$ cat src/rtl/zx_kbd_pkg.sv
// zx_kbd_pkg: scan codes, matrix positions and decoder states for the Spectrum keyboard.
package zx_kbd_pkg;
    localparam logic [7:0] SC_EXT    = 8'hE0;
    localparam logic [7:0] SC_REL    = 8'hF0;
    localparam logic [7:0] SC_PAUSE  = 8'hE1;
    localparam logic [7:0] SC_BKSP   = 8'h66;
    localparam logic [7:0] SC_LEFT   = 8'h6B;
    localparam logic [7:0] SC_DOWN   = 8'h72;
    localparam logic [7:0] SC_UP     = 8'h75;
    localparam logic [7:0] SC_RIGHT  = 8'h74;
    localparam logic [7:0] SC_CTRL   = 8'h14;
    localparam logic [7:0] SC_ALT    = 8'h11;
    localparam logic [7:0] SC_LSHIFT = 8'h12;
    localparam logic [7:0] SC_RSHIFT = 8'h59;
    localparam logic [7:0] SC_ENTER  = 8'h5A;
    localparam int SKIP_BYTES = 7;
    localparam int KEY_ROWS   = 8;
    localparam int KEY_COLS   = 5;
    localparam int KEY_BITS   = KEY_ROWS * KEY_COLS;
    localparam logic [5:0] KEY_NONE = 6'd63;
    typedef enum logic [2:0] {ST_IDLE, ST_EXT, ST_REL, ST_EXT_REL, ST_SKIP} dec_state_t;
    function automatic logic [5:0] kpos(input int r, input int c);
        return 6'(r * KEY_COLS + c);
    endfunction
    localparam logic [5:0] KEY_CAPS = kpos(0, 0);
    localparam logic [5:0] KEY_0    = kpos(4, 0);
    localparam logic [5:0] KEY_5    = kpos(3, 4);
    localparam logic [5:0] KEY_6    = kpos(4, 4);
    localparam logic [5:0] KEY_7    = kpos(4, 3);
    localparam logic [5:0] KEY_8    = kpos(4, 2);
    function automatic logic [KEY_BITS-1:0] kbit(input logic [5:0] k);
        return (k == KEY_NONE) ? '0 : (KEY_BITS'(1) << k);
    endfunction
    // Only ENTER and SYM/CTRL accept an E0 prefix; other extended codes are not plain keys.
    function automatic logic [5:0] key_idx(input logic [7:0] code, input logic ext);
        logic [5:0] k;
        case (code)
            8'h12, 8'h59: k = kpos(0, 0);
            8'h1A: k = kpos(0, 1);
            8'h22: k = kpos(0, 2);
            8'h21: k = kpos(0, 3);
            8'h2A: k = kpos(0, 4);
            8'h1C: k = kpos(1, 0);
            8'h1B: k = kpos(1, 1);
            8'h23: k = kpos(1, 2);
            8'h2B: k = kpos(1, 3);
            8'h34: k = kpos(1, 4);
            8'h15: k = kpos(2, 0);
            8'h1D: k = kpos(2, 1);
            8'h24: k = kpos(2, 2);
            8'h2D: k = kpos(2, 3);
            8'h2C: k = kpos(2, 4);
            8'h16: k = kpos(3, 0);
            8'h1E: k = kpos(3, 1);
            8'h26: k = kpos(3, 2);
            8'h25: k = kpos(3, 3);
            8'h2E: k = kpos(3, 4);
            8'h45: k = kpos(4, 0);
            8'h46: k = kpos(4, 1);
            8'h3E: k = kpos(4, 2);
            8'h3D: k = kpos(4, 3);
            8'h36: k = kpos(4, 4);
            8'h4D: k = kpos(5, 0);
            8'h44: k = kpos(5, 1);
            8'h43: k = kpos(5, 2);
            8'h3C: k = kpos(5, 3);
            8'h35: k = kpos(5, 4);
            8'h5A: k = kpos(6, 0);
            8'h4B: k = kpos(6, 1);
            8'h42: k = kpos(6, 2);
            8'h3B: k = kpos(6, 3);
            8'h33: k = kpos(6, 4);
            8'h29: k = kpos(7, 0);
            8'h14: k = kpos(7, 1);
            8'h3A: k = kpos(7, 2);
            8'h31: k = kpos(7, 3);
            8'h32: k = kpos(7, 4);
            default: k = KEY_NONE;
        endcase
        return (ext && code != SC_ENTER && code != SC_CTRL) ? KEY_NONE : k;
    endfunction
    function automatic logic [10:0] fn_mask(input logic [7:0] code, input logic ext);
        logic [10:0] m;
        case (code)
            8'h05: m = 11'h001;
            8'h06: m = 11'h002;
            8'h04: m = 11'h004;
            8'h0C: m = 11'h008;
            8'h03: m = 11'h010;
            8'h0B: m = 11'h020;
            8'h83: m = 11'h040;
            8'h0A: m = 11'h080;
            8'h01: m = 11'h100;
            8'h09: m = 11'h200;
            8'h78: m = 11'h400;
            default: m = '0;
        endcase
        return ext ? '0 : m;
    endfunction
endpackage

$ cat src/rtl/ps2_rx.sv
// ps2_rx: synchronises and glitch-filters the PS/2 lines and deframes checked bytes.
module ps2_rx #(
    parameter int FILTER_LEN = 8,
    parameter int TIMEOUT    = 56000
) (
    input  logic       clk_sys,
    input  logic       reset,
    input  logic       ps2_clk,
    input  logic       ps2_data,
    output logic       rx_strobe,
    output logic [7:0] rx_byte
);
    localparam int FW = $clog2(FILTER_LEN + 1);
    localparam int TW = $clog2(TIMEOUT + 1);
    logic [1:0]    r_clk_sync, r_dat_sync;
    logic [FW-1:0] r_filt_cnt;
    logic          r_clk_filt, r_clk_prev;
    logic [9:0]    r_shift;
    logic [3:0]    r_bitcnt;
    logic [TW-1:0] r_to_cnt;
    logic          w_fall, w_frame_ok;
    logic [10:0]   w_frame;
    assign w_fall     = r_clk_prev & ~r_clk_filt;
    assign w_frame    = {r_dat_sync[1], r_shift};
    assign w_frame_ok = ~w_frame[0] & w_frame[10] & ^w_frame[9:1];
    always_ff @(posedge clk_sys) begin
        if (reset) begin
            r_clk_sync <= 2'b11;
            r_dat_sync <= 2'b11;
            r_filt_cnt <= '0;
            r_clk_filt <= 1'b1;
            r_clk_prev <= 1'b1;
        end else begin
            r_clk_sync <= {r_clk_sync[0], ps2_clk};
            r_dat_sync <= {r_dat_sync[0], ps2_data};
            r_clk_prev <= r_clk_filt;
            if (r_clk_sync[1] == r_clk_filt) begin
                r_filt_cnt <= '0;
            end else if (r_filt_cnt == FW'(FILTER_LEN - 1)) begin
                r_clk_filt <= r_clk_sync[1];
                r_filt_cnt <= '0;
            end else begin
                r_filt_cnt <= r_filt_cnt + 1'b1;
            end
        end
    end
    // A falling edge takes priority over timeout expiry in the same cycle.
    always_ff @(posedge clk_sys) begin
        if (reset) begin
            r_shift   <= '0;
            r_bitcnt  <= '0;
            r_to_cnt  <= '0;
            rx_strobe <= 1'b0;
            rx_byte   <= '0;
        end else begin
            rx_strobe <= 1'b0;
            if (w_fall) begin
                r_shift  <= w_frame[10:1];
                r_to_cnt <= '0;
                if (r_bitcnt == 4'd10) begin
                    r_bitcnt  <= '0;
                    rx_strobe <= w_frame_ok;
                    rx_byte   <= w_frame[8:1];
                end else begin
                    r_bitcnt <= r_bitcnt + 1'b1;
                end
            end else begin
                if (r_to_cnt != TW'(TIMEOUT))
                    r_to_cnt <= r_to_cnt + 1'b1;
                if (r_to_cnt == TW'(TIMEOUT) && r_bitcnt != '0)
                    r_bitcnt <= '0;
            end
        end
    end
endmodule

$ cat src/rtl/zx_keymatrix.sv
// zx_keymatrix: decodes PS/2 set-2 codes into the Spectrum 8x5 matrix, F-keys and modifiers.
module zx_keymatrix
    import zx_kbd_pkg::*;
#(
    parameter int FILTER_LEN = 8,
    parameter int TIMEOUT    = 56000
) (
    input  logic        clk_sys,
    input  logic        reset,
    input  logic        ps2_kbd_clk,
    input  logic        ps2_kbd_data,
    input  logic [15:0] addr,
    output logic [4:0]  key_data,
    output logic [11:1] Fn,
    output logic [2:0]  mod
);
    logic                w_strobe, w_apply, w_ext, w_press, w_unused;
    logic [7:0]          w_byte;
    dec_state_t          r_state, w_next;
    logic [2:0]          r_skip;
    logic [KEY_BITS-1:0] r_keys, w_key_mask, w_comp_keys, w_eff;
    logic [4:0]          r_comp, w_comp_mask;
    logic [10:0]         r_fn, w_fn_mask;
    logic [2:0]          r_mod, w_mod_mask;
    ps2_rx #(.FILTER_LEN(FILTER_LEN), .TIMEOUT(TIMEOUT)) u_rx (
        .clk_sys  (clk_sys),
        .reset    (reset),
        .ps2_clk  (ps2_kbd_clk),
        .ps2_data (ps2_kbd_data),
        .rx_strobe(w_strobe),
        .rx_byte  (w_byte)
    );
    always_ff @(posedge clk_sys) begin
        if (reset) begin
            r_state <= ST_IDLE;
            r_skip  <= '0;
        end else begin
            r_state <= w_next;
            if (w_strobe && r_state == ST_IDLE && w_byte == SC_PAUSE)
                r_skip <= 3'(SKIP_BYTES);
            else if (w_strobe && r_state == ST_SKIP)
                r_skip <= r_skip - 1'b1;
        end
    end
    always_comb begin
        w_next = r_state;
        if (w_strobe) begin
            case (r_state)
                ST_IDLE:    w_next = (w_byte == SC_EXT) ? ST_EXT : (w_byte == SC_REL) ? ST_REL :
                                     (w_byte == SC_PAUSE) ? ST_SKIP : ST_IDLE;
                ST_EXT:     w_next = (w_byte == SC_REL) ? ST_EXT_REL : ST_IDLE;
                ST_REL:     w_next = (w_byte == SC_EXT) ? ST_EXT_REL : ST_IDLE;
                ST_SKIP:    w_next = (r_skip == 3'd1) ? ST_IDLE : ST_SKIP;
                default:    w_next = ST_IDLE;
            endcase
        end
    end
    always_comb begin
        w_ext   = (r_state == ST_EXT) || (r_state == ST_EXT_REL);
        w_press = (r_state == ST_IDLE) || (r_state == ST_EXT);
        w_apply = w_strobe && (
            (r_state == ST_IDLE) ? !(w_byte == SC_EXT || w_byte == SC_REL || w_byte == SC_PAUSE) :
            (r_state == ST_EXT)  ? (w_byte != SC_REL) :
            (r_state == ST_REL)  ? (w_byte != SC_EXT) :
            (r_state == ST_EXT_REL));
        w_key_mask  = kbit(key_idx(w_byte, w_ext));
        w_fn_mask   = fn_mask(w_byte, w_ext);
        w_comp_mask = {w_ext && w_byte == SC_RIGHT, w_ext && w_byte == SC_UP,
                       w_ext && w_byte == SC_DOWN, w_ext && w_byte == SC_LEFT,
                       !w_ext && w_byte == SC_BKSP};
        w_mod_mask  = {!w_ext && (w_byte == SC_LSHIFT || w_byte == SC_RSHIFT),
                       w_byte == SC_ALT, w_byte == SC_CTRL};
    end
    always_ff @(posedge clk_sys) begin
        if (reset) begin
            r_keys <= '0;
            r_comp <= '0;
            r_fn   <= '0;
            r_mod  <= '0;
        end else if (w_apply) begin
            r_keys <= w_press ? (r_keys | w_key_mask)  : (r_keys & ~w_key_mask);
            r_comp <= w_press ? (r_comp | w_comp_mask) : (r_comp & ~w_comp_mask);
            r_fn   <= w_press ? (r_fn | w_fn_mask)     : (r_fn & ~w_fn_mask);
            r_mod  <= w_press ? (r_mod | w_mod_mask)   : (r_mod & ~w_mod_mask);
        end
    end
    // Composite flags only add bits, so a physically held CAPS or digit survives their release.
    always_comb begin
        w_comp_keys = ({KEY_BITS{r_comp[0]}} & (kbit(KEY_CAPS) | kbit(KEY_0)))
                    | ({KEY_BITS{r_comp[1]}} & (kbit(KEY_CAPS) | kbit(KEY_5)))
                    | ({KEY_BITS{r_comp[2]}} & (kbit(KEY_CAPS) | kbit(KEY_6)))
                    | ({KEY_BITS{r_comp[3]}} & (kbit(KEY_CAPS) | kbit(KEY_7)))
                    | ({KEY_BITS{r_comp[4]}} & (kbit(KEY_CAPS) | kbit(KEY_8)));
        w_eff    = r_keys | w_comp_keys;
        key_data = 5'b11111;
        for (int r = 0; r < KEY_ROWS; r++)
            key_data = addr[8+r] ? key_data : (key_data & ~w_eff[r*KEY_COLS +: KEY_COLS]);
    end
    assign w_unused = ^addr[7:0];
    assign Fn       = r_fn;
    assign mod      = r_mod;
endmodule

$ cat config.mk
export PLATFORM = sky130hd
export DESIGN_NAME = zx_keymatrix
export DESIGN_NICKNAME = d
export VERILOG_FILES = /design/src/rtl/zx_kbd_pkg.sv /design/src/rtl/ps2_rx.sv /design/src/rtl/zx_keymatrix.sv
export SDC_FILE = /design/constraint.sdc
export NUM_CORES = 1
export LEC_CHECK = 0
export CORE_MARGIN = 2
export CORE_UTILIZATION = 65
export DETAILED_ROUTE_END_ITERATION = 7
export PLACE_DENSITY = 0.86
export SLEW_MARGIN = 30
export SYNTH_ARGS = -nofsm -noshare
export SYNTH_HDL_FRONTEND = slang
export SYNTH_SLANG_ARGS = --single-unit
$ cat constraint.sdc
create_clock -name clk_sys -period 10.5 [get_ports clk_sys]
set_clock_uncertainty 0.2 [all_clocks]
set_input_delay 2.1 -clock clk_sys [delete_from_list [all_inputs] [get_ports clk_sys]]
set_output_delay 2.1 -clock clk_sys [all_outputs]
set_load 0.02 [all_outputs]
==> flow_summary.yaml <==
outcome:
  status: "complete, but fails checks"
  violations: "design-rule violations"
place:
  io_buffers: 30
  dp_hpwl_um: 13100
  dp.cells: 956
  gp_congestion: 0.987
sta:
  setup-violations-final: 0
  grt_setup_unrepaired: "no"
  min_period_over_period_pct: 60.5
  fin_tns_setup_ns: 0
  worst_pin_slew_ns: 0.960
  final.min_clock_period_ns: 6.35
  fmax_ghz: 0.157
  hold_violations: 0
  slew_headroom_pct: 35.5
  slew_violations: 0
finish:
  drive_above_1_share_pct: 7.98
  nets: 875
  antennaDiodeCount: 0
  final_cells: 988
  area_growth_pct: 13.2
die:
  rows: 37
  core_um2: 10300
  dieArea_um2: 11400
  dieHeight_um: 107
  io_pins: 39
  die_w_um: 107
  start_util_pct: 66.7
flow_run:
  cap_viol_max_count: 0
routing:
  wl_per_cell_um: 20.2
  dr_total_vias: 6697
  drt-initial-drc-count: 936
  first_pass_iters: 8
  postRouteAntennaNets: 0
  routed_via_density: 6.78
  routed_wl_um: 20000
  drc: 1
global_routing:
  grt.overflow.total: 0
  antenna_found_initial: 0
  grt_max_degree: 75
  grt_pass1_vias: 6303
  grtUsageTotal_pct: 35.7
  grt_pass1_wl_um: 31900
synth:
  synth_top_area_cell: "dfxtp_1"
  synth_top_area_share_pct: 35.0
  synth.most_common_cell: "dfxtp_1"
  async_flop_share_pct: 0
  synth_common_cells: "dfxtp_1 (120), nand2_1 (94), nor2_1 (76)"
  synth_area_leaders: "dfxtp_1 (35%), mux2i_1 (7.3%), nand2_1 (5.1%)"
  syn_area_um2: 6860
  seq_area_frac_synth_pct: 35.0
  yosys_register_bits: 120
  ys_types: 76
  synth_edf_count: 0
  ys.flop_type: "dfxtp_1"
  syn_avg_cell_area_um2: 8.20
  yosys_warnings: 0
  synthCells: 836
  synth_fp_nets: 872
cts:
  cts_hold_buf: 0
  cts_root_buffer: "clkbuf_8"
  cts_setup_buffers: 0
  numCtsBuffers: 17
  insertion_delay_ns: 0.54
  cts_buffer_depth: 2
  cts_tree: "done"
  clock-sinks: 120
  ctsResizeCount: 0
  cts_max_level: 4
  clkSlewWorstSetupHoldPaths_ns: 0.06
pwr:
  p_leak_nw: 2.90
  power.density_nw_per_um2: 140
  ir_drop_mv: 0.123
hold_path:
  whs_endpoint: "u_rx.r_clk_sync[1]$_SDFF_PP1_"
  worst_hold_path.num_cells: 1
  hold_start: "u_rx.r_clk_sync[0]$_SDFF_PP1_"
  min_path_type: "flip-flop to flip-flop"
critical_path:
  r2r_start: "u_rx.r_bitcnt[0]$_SDFFE_PP0P_"
  endpoint_kind: "primary output"
  critical_path_class: "input pin to primary output"
  crit_path_start_kind: "input pin"
  r2r_slack_ns: 6.26
  cp_max_fo: 4
  critPathRequiredTime_ns: 8.20
  reg2reg_depth: 13
  cp.arrival_ns: 4.05
-- power by group --
part / internal (mW) / leakage [nW] / switching (mW)
Clock: 0.387 / 0.288 / 0.222
Sequential: 0.457 / 0.968 / 0.00133
Combinational: 0.00707 / 1.64 / 0.0154
-- critical path, stage by stage --
cell and delay (ns):
clkdlybuf4s50_1 0.47, inv_1 0.10, a22o_1 0.24, a221oi_1 0.32
o211a_1 0.21, clkdlybuf4s50_1 0.60
-- kinds of logic (layout without fill, tap and decap cells) --
| logic type | after synthesis | in the layout | share of synthesized area [%] |
|---|---|---|---|
| DFF | 120 | 120 | 35.0 |
| xor gates and xnor gates | 24 | 24 | 3.07 |
| adders and majority gates | 16 | 16 | 2.92 |
| and+or+nand+nor | 369 | 369 | 28.5 |
| muxes | 54 | 54 | 7.96 |
| buffers and inverters | 83 | 99 | 5.07 |
| AOI/OAI and AO/OA | 170 | 170 | 17.4 |
-- worst max-delay path by stage --
stage	startpoint	to	slack [ns]	depth (start not counted)
2_1_floorplan	addr[8]	key_data[2]	5.37	4
3_3_place_gp	addr[8]	key_data[2]	4.26	6
3_5_place_dp	addr[8]	key_data[2]	4.20	6
4_1_cts	addr[8]	key_data[2]	4.18	6
5_1_grt	addr[8]	key_data[2]	4.06	6
6_report	addr[8]	key_data[2]	4.15	6
-- metrics by stage --
stage | setup WS (ns) | total power, mW | util [%] | hold slack (ns) | cell area (um2)
3_3_place_gp | 4.26 | 0.489 | 69.5 | 0.199 | 7140
4_1_cts | 4.18 | 1.09 | 75.5 | 0.214 | 7760
2_1_floorplan | 5.37 | 0.482 | - | 0.189 | 6860
5_1_grt | 4.06 | 1.11 | 75.5 | 0.238 | 7760
3_5_place_dp | 4.20 | 0.490 | 69.5 | 0.200 | 7140
6_report | 4.15 | 1.09 | 75.5 | 0.210 | 7760
-- cell usage in the layout, fill, tap and decap left out, drive strengths merged, types with 5 or more instances in the layout --
| cell | count |
|---|---|
| a221oi | 9 |
| and3 | 8 |
| nor4b | 5 |
| buf | 8 |
| nor3 | 18 |
| inv | 32 |
| a22oi | 11 |
| nand4 | 22 |
| or4 | 7 |
| o41ai | 6 |
| dfxtp | 120 |
| a21oi | 49 |
| nand2 | 94 |
| nand3 | 49 |
| o21ai | 24 |
| nor2b | 19 |
| nand2b | 15 |
| mux2i | 50 |
| nor2 | 77 |
| or2 | 6 |
| o211ai | 5 |
| clkdlybuf4s50 | 29 |
| ha | 16 |
| nand3b | 8 |
| nor4 | 16 |
| xor2 | 12 |
| clkbuf | 18 |
| xnor2 | 12 |
| a211oi | 12 |
| or3 | 8 |
-- metal layers --
metal  global-route usage, %  share of wire (%)
met1                    45.6                 41
met2                    56.2                 45
met3                    8.09                9.4
met4                    19.0                4.5
met5                       0                  0
-- final cells by class --
class                   count  area [um2]
clock inverters            14         199
multi-input cells         633        4110
inverters                  30         113
fillers                   705        2520
repair buffers             37         348
clock buffers              18         418
well taps                 136         170
flip-flops and latches    120        2400
Note: power is estimated with default switching activity, not from simulation.
